### src/rtl/level_peak_window_pkg.sv
// Shared defaults and helpers for the level_peak_window block and its bus interface.
package level_peak_window_pkg;

  localparam int DEFAULT_WIDTH  = 16;
  localparam int DEFAULT_WINDOW = 1024;

  // Width of a counter that spans 0..n-1, never narrower than one bit.
  function automatic int count_width(input int n);
    int w;
    w = $clog2(n);
    return (w < 1) ? 1 : w;
  endfunction

endpackage

### src/rtl/level_peak_window_if.sv
// Sample-in / peak-out handshake bundle between the stream selector, the peak
// detector and the meter scaling stage.
interface level_peak_window_if
  import level_peak_window_pkg::*;
#(
  parameter int width = DEFAULT_WIDTH
);

  logic             i_valid;
  logic             i_ready;
  logic [width-1:0] i_data;
  logic             o_valid;
  logic             o_ready;
  logic [width-2:0] o_data;
  logic             o_clip;

  modport slave (
    input  i_valid, i_data, o_ready,
    output i_ready, o_valid, o_data, o_clip
  );

  modport master (
    output i_valid, i_data, o_ready,
    input  i_ready, o_valid, o_data, o_clip
  );

endinterface

### src/rtl/level_peak_window_abs_saturate.sv
// Saturating absolute value of a signed sample, plus a full-scale detector.
// The most negative code has no positive twin, so it is clamped to the largest
// positive magnitude; both rail codes are reported as full scale.
module abs_saturate #(
  parameter int width = 16
) (
  input  logic [width-1:0] data,
  output logic [width-2:0] mag,
  output logic             full_scale
);

  localparam logic [width-1:0] neg_rail = {1'b1, {(width-1){1'b0}}};
  localparam logic [width-1:0] pos_rail = {1'b0, {(width-1){1'b1}}};

  // Magnitude: low bits of the two's-complement negation, clamped at the negative rail.
  always_comb begin
    mag = data[width-2:0];
    if (data[width-1]) begin
      if (data == neg_rail) begin
        mag = {(width-1){1'b1}};
      end else begin
        mag = ~data[width-2:0] + 1'b1;
      end
    end
  end

  // Full scale means sitting on either rail.
  always_comb begin
    full_scale = (data == neg_rail) || (data == pos_rail);
  end

endmodule

### src/rtl/level_peak_window.sv
// Windowed peak detector: tracks the largest saturated magnitude and any
// full-scale hit over each block of `window` accepted samples, then hands the
// result to the meter stage through a one-deep registered output.
module level_peak_window
  import level_peak_window_pkg::*;
#(
  parameter int width  = DEFAULT_WIDTH,
  parameter int window = DEFAULT_WINDOW
) (
  input  logic              clk,
  input  logic              reset,
  level_peak_window_if.slave bus
);

  localparam int cnt_w = count_width(window);
  localparam logic [cnt_w-1:0] last_count = cnt_w'(window - 1);

  typedef enum logic {
    IDLE = 1'b0,
    FULL = 1'b1
  } out_state_t;

  out_state_t       state;
  logic [width-2:0] peak;
  logic             clip_acc;
  logic [cnt_w-1:0] count;
  logic [width-2:0] out_data;
  logic             out_clip;

  logic [width-2:0] mag;
  logic             full_scale;
  logic [width-2:0] next_peak;
  logic             at_last;
  logic             ready;
  logic             accept;
  logic             closing;

  abs_saturate #(
    .width(width)
  ) u_abs (
    .data       (bus.i_data),
    .mag        (mag),
    .full_scale (full_scale)
  );

  // Only the sample that would close a window stalls, and only while the
  // previous result is still waiting and not being taken this cycle.
  always_comb begin
    next_peak = (mag > peak) ? mag : peak;
    at_last   = (count == last_count);
    ready     = !reset && !((state == FULL) && !bus.o_ready && at_last);
    accept    = bus.i_valid && ready;
    closing   = accept && at_last;
  end

  assign bus.i_ready = ready;
  assign bus.o_valid = (state == FULL);
  assign bus.o_data  = out_data;
  assign bus.o_clip  = out_clip;

  // Accumulate per window, publish on window close, and run the output hold FSM.
  always_ff @(posedge clk) begin
    if (reset) begin
      state    <= IDLE;
      peak     <= '0;
      clip_acc <= 1'b0;
      count    <= '0;
      out_data <= '0;
      out_clip <= 1'b0;
    end else begin
      if (closing) begin
        out_data <= next_peak;
        out_clip <= clip_acc | full_scale;
        peak     <= '0;
        clip_acc <= 1'b0;
        count    <= '0;
        state    <= FULL;
      end else begin
        if (accept) begin
          peak     <= next_peak;
          clip_acc <= clip_acc | full_scale;
          count    <= count + 1'b1;
        end
        if ((state == FULL) && bus.o_ready) begin
          state <= IDLE;
        end
      end
    end
  end

endmodule

### src/flat_wrapper.sv
// flat-port wrapper written by rule: the top's interface ports become plain ports
module level_peak_window_flat import level_peak_window_pkg::*;
#(
  parameter int width  = DEFAULT_WIDTH,
  parameter int window = DEFAULT_WINDOW
)
  (clk, reset, bus_i_valid, bus_i_data, bus_o_ready, bus_i_ready, bus_o_valid, bus_o_data, bus_o_clip);
  level_peak_window_if #(.width(width)) bus_i ();
  input  logic clk;
  input  logic reset;
  input wire logic [$bits(bus_i.i_valid)-1:0] bus_i_valid;
  input wire logic [$bits(bus_i.i_data)-1:0] bus_i_data;
  input wire logic [$bits(bus_i.o_ready)-1:0] bus_o_ready;
  output wire logic [$bits(bus_i.i_ready)-1:0] bus_i_ready;
  output wire logic [$bits(bus_i.o_valid)-1:0] bus_o_valid;
  output wire logic [$bits(bus_i.o_data)-1:0] bus_o_data;
  output wire logic [$bits(bus_i.o_clip)-1:0] bus_o_clip;
  assign bus_i.i_valid = bus_i_valid;
  assign bus_i.i_data = bus_i_data;
  assign bus_i.o_ready = bus_o_ready;
  assign bus_i_ready = bus_i.i_ready;
  assign bus_o_valid = bus_i.o_valid;
  assign bus_o_data = bus_i.o_data;
  assign bus_o_clip = bus_i.o_clip;
  level_peak_window #(.width(width), .window(window)) u_core (.clk(clk), .reset(reset), .bus(bus_i));
endmodule
### config.mk
export PLATFORM = sky130hd
export DESIGN_NAME = level_peak_window_flat
export DESIGN_NICKNAME = d
export VERILOG_FILES = /design/src/rtl/level_peak_window_pkg.sv /design/src/rtl/level_peak_window_if.sv /design/src/rtl/level_peak_window_abs_saturate.sv /design/src/rtl/level_peak_window.sv /design/src/flat_wrapper.sv
export SDC_FILE = /design/constraint.sdc
export NUM_CORES = 1
export LEC_CHECK = 0
export ABC_AREA = 1
export BUFFER_PORTS_ARGS = -buffer_cell sky130_fd_sc_hd__buf_4
export CAP_MARGIN = 20
export CORE_ASPECT_RATIO = 0.6
export CORE_MARGIN = 1.5
export CORE_UTILIZATION = 50
export DETAILED_ROUTE_END_ITERATION = 10
export PLACE_DENSITY = 0.7
export SLEW_MARGIN = 20
export SYNTH_ARGS = -nofsm -noshare
export SYNTH_HDL_FRONTEND = slang
export SYNTH_SLANG_ARGS = --single-unit
### constraint.sdc
create_clock -name clk -period 3.9 [get_ports clk]
set_input_delay 0.78 -clock clk [delete_from_list [all_inputs] [get_ports clk]]
set_output_delay 0.78 -clock clk [all_outputs]
set_load 0.02 [all_outputs]
==> flow_summary.ini <==
[status]
status = completed

[run]
drv_cap = 0

[yosys]
syn_nets = 537
synthTopCellsByArea = dfxtp_1 29%, nand2_1 24%, inv_1 9.8%
synth-compound-area-share_pct = 4.93
synth_mux_area_share_pct = 0
syn_inst = 499
synth.yosys.warnings = 0
synth_top_area_share_pct = 28.8
synth_xor_area_share_pct = 1.46
synthAdderAreaFrac_pct = 7.53
yosys-top-cells-count = 194 x nand2_1, 78 x inv_1, 48 x nand3_1, 43 x dfxtp_1, 40 x nor2_1
avgSynthCellArea_um2 = 6.00
ys_seq_elements = 43
synth-seq-area-share_pct = 28.8
syn_area_um2 = 2990
synth_most_common_cell = nand2_1
yosys.area_share.simple_pct = 44.1
ys_async_sr_fraction_pct = 0
yosysTopAreaCell = dfxtp_1
synth_ff_type = dfxtp_1
yosys.cell_types.count = 32
synth_top_family_by_area = simple AND/OR/NAND/NOR gates
synth_enable_flop_cells = 0

[drt]
routed_wl_mm = 7.34
dr.pass1.iters = 5
ant_nets = 0
drc = 0
viasPerCell = 4.95
wl_per_cell_um = 11.9
num_vias = 3052
drt_iter0_markers = 236

[power_and_ir_drop]
pwr-share-clk_pct = 36.4
p_seq_share_pct = 40.4
pwr-share-comb_pct = 23.2
internal-power_mw = 0.803
peakVddDrop_uv = 244
leakage_nw = 1.93
powerDensity_nw_per_um2 = 328
swShare_pct = 29.5
switchingPower_mw = 0.335
power_mw = 1.14

[sta]
relSlewSlack_pct = 34.1
timing.hold.ws_ps = 454
fin_setup_tns_ps = 0
fin_skew_ps = 3.67
rsz0062_at_grt = no
setup_viol = 0
hold_viol_final = 0
min_period_ps = 3200
fmaxAchievable_mhz = 312
report.final.slew_viol_count = 0
tightest_slew_ps = 985
fin_crit_sh_pct = 82.2

[die]
die_h_um = 62.9
die_area_um2 = 6470
ioPinCount = 38
core-area_um2 = 5680
start_util_pct = 52.7
die_w_um = 103
rows = 21

[worst_setup_path]
path_common_cell = nand2_1
reg2reg_to = u_core.peak[13]
crit_start = bus_i_data[0]
path_max_fanout = 15
cp_num_buf_inv = 5
r2r_slack_ps = 1540
critPathCapture = u_core.bus.o_data[5]
cp.arrival_ps = 3450
cp.depth = 21
crit_family = simple AND/OR/NAND/NOR gates
path_cells = buf_4 > inv_1 > ha_1 > nand3_1 > nor2_1 > nand3_1 > buf_4 > nand3_1 > ha_1 > nand2_1 > inv_1 > nand2_1 > nand2_1 > a21oi_1 > nand2_2 > nand2_1 > buf_4 > nand2_1 > nand2_1 > nand2_1 > nand2_1
max_stage_delay_ps = 250
crit_slowest_cell = ha_1
r2r_cells = 11
start_kind = input port
worst_setup_path_end_kind = flop
worstPathRequired_ps = 4140
regToRegStartpoint = u_core.count[0]
crit_type = in -> reg

[final_layout]
num_antenna_cells = 0
multi_input_area_um2 = 1740
syn2layout_area_growth_pct = 15.8
fill_cells = 542
layout.nets = 573
design_area_um2 = 3470
drive_above_1_share_pct = 12.3
seqCellArea_um2 = 861

[clock_tree]
cts_inserted_buffers = 5
clk_latency_ps = 300
clockBufferDepth = 2
post_cts_buffers = 0
ctsHoldBuffers = 0
cts_root_buffer = clkbuf_8
tritoncts = built
cts.clk_slew.worst_paths_ps = 80
htreeDepth = 2
clock_sinks = 43
cts_resized = 0

[min_path]
min_from = u_core.bus.o_data[11]
min_path_type = reg -> reg

[grt]
grt_max_degree = 28
grt_pass1_vias = 2822
gr-total-overflow = 0
antenna_found_initial = 0
grt_pass1_wl_mm = 12.6
grt_usage_pct = 24.4

[placed_design]
buffer_ports.inserted = 37
dp_hpwl_mm = 5.57
place.gp.congestion = 0.857
dpl-instance-area_um2 = 3330
## state kept, by name (all words and copies together) (netlist names)
register / count
u_core.bus.o_clip: 1
u_core.bus.o_data: 15
u_core.bus.o_valid: 1
u_core.clip_acc: 1
u_core.count: 10
u_core.peak: 15
## layout make-up
cell class                      count  area share [%]
Clock buffer                        6            2.09
Clock inverter                      2            1.73
Inverter                           87            9.49
Multi-Input combinational cell    357            50.1
Sequential cell                    43            24.8
Tap cell                           80            2.89
Timing Repair Buffer               41            8.88
## through the flow
stage | cells | setup slack (ps) | util (%)
after floorplan | 499 | 859 | -
after global placement | 608 | 505 | 58.8
after CTS | 616 | 740 | 61.1
after global routing | 616 | 434 | 61.1
after detailed placement | 608 | 445 | 58.8
final | 616 | 695 | 61.1
## power by group through the flow
| stage | logic (mW) | registers (mW) | clock network (mW) |
|---|---|---|---|
| floorplan | 0.188 | 0.467 | 0 |
| global placement | 0.255 | 0.468 | 0 |
| detailed placement | 0.262 | 0.469 | 0 |
| CTS | 0.263 | 0.459 | 0.419 |
| global route | 0.304 | 0.460 | 0.438 |
| finish | 0.264 | 0.459 | 0.415 |
## worst min-delay path, delay by kind of cell, from the launching register on
kind             cells  cell delay, ps
DFF                  1             310
and+or+nand+nor      2             100
## layout by cell type (no fill, tap or decap), drive strengths merged, types with 3 or more instances in the layout
cell type / instances
nor3: 4
nand3b: 6
nor2: 42
buf: 41
clkbuf: 6
a21oi: 16
xor2: 3
dfxtp: 43
inv: 86
o21ai: 11
nand3: 49
nand2: 197
ha: 18
nand4: 6
## how the worst min path moves through the flow
| stage | cells after the start | end | slack [ps] |
|---|---|---|---|
| final | 2 | u_core.bus.o_data[11] | 450 |
| after global routing | 2 | u_core.bus.o_data[14] | 490 |
| after CTS | 2 | u_core.bus.o_data[12] | 460 |
| after detailed placement | 2 | u_core.bus.o_data[11] | 440 |
| after global placement | 2 | u_core.bus.o_data[6] | 440 |
| after floorplan | 2 | u_core.clip_acc | 430 |
## routing by layer
metal  vias to the layer above  track usage, %  share of wire (%)
met5                         -               0                  0
met4                         0            3.04               0.48
met3                         6            4.03                5.6
met2                        72            37.6                 41
met1                      1372            36.6                 53
li1                       1602               -                  -
## cell families after synthesis
kind of cell	count (synthesis)
AOI/OAI and AO/OA	28
buffers and inverters	99
xor gates and xnor gates	5
and+or+nand+nor	306
adders and majority gates	18
DFF	43
Note: power is estimated with default switching activity, not from simulation.
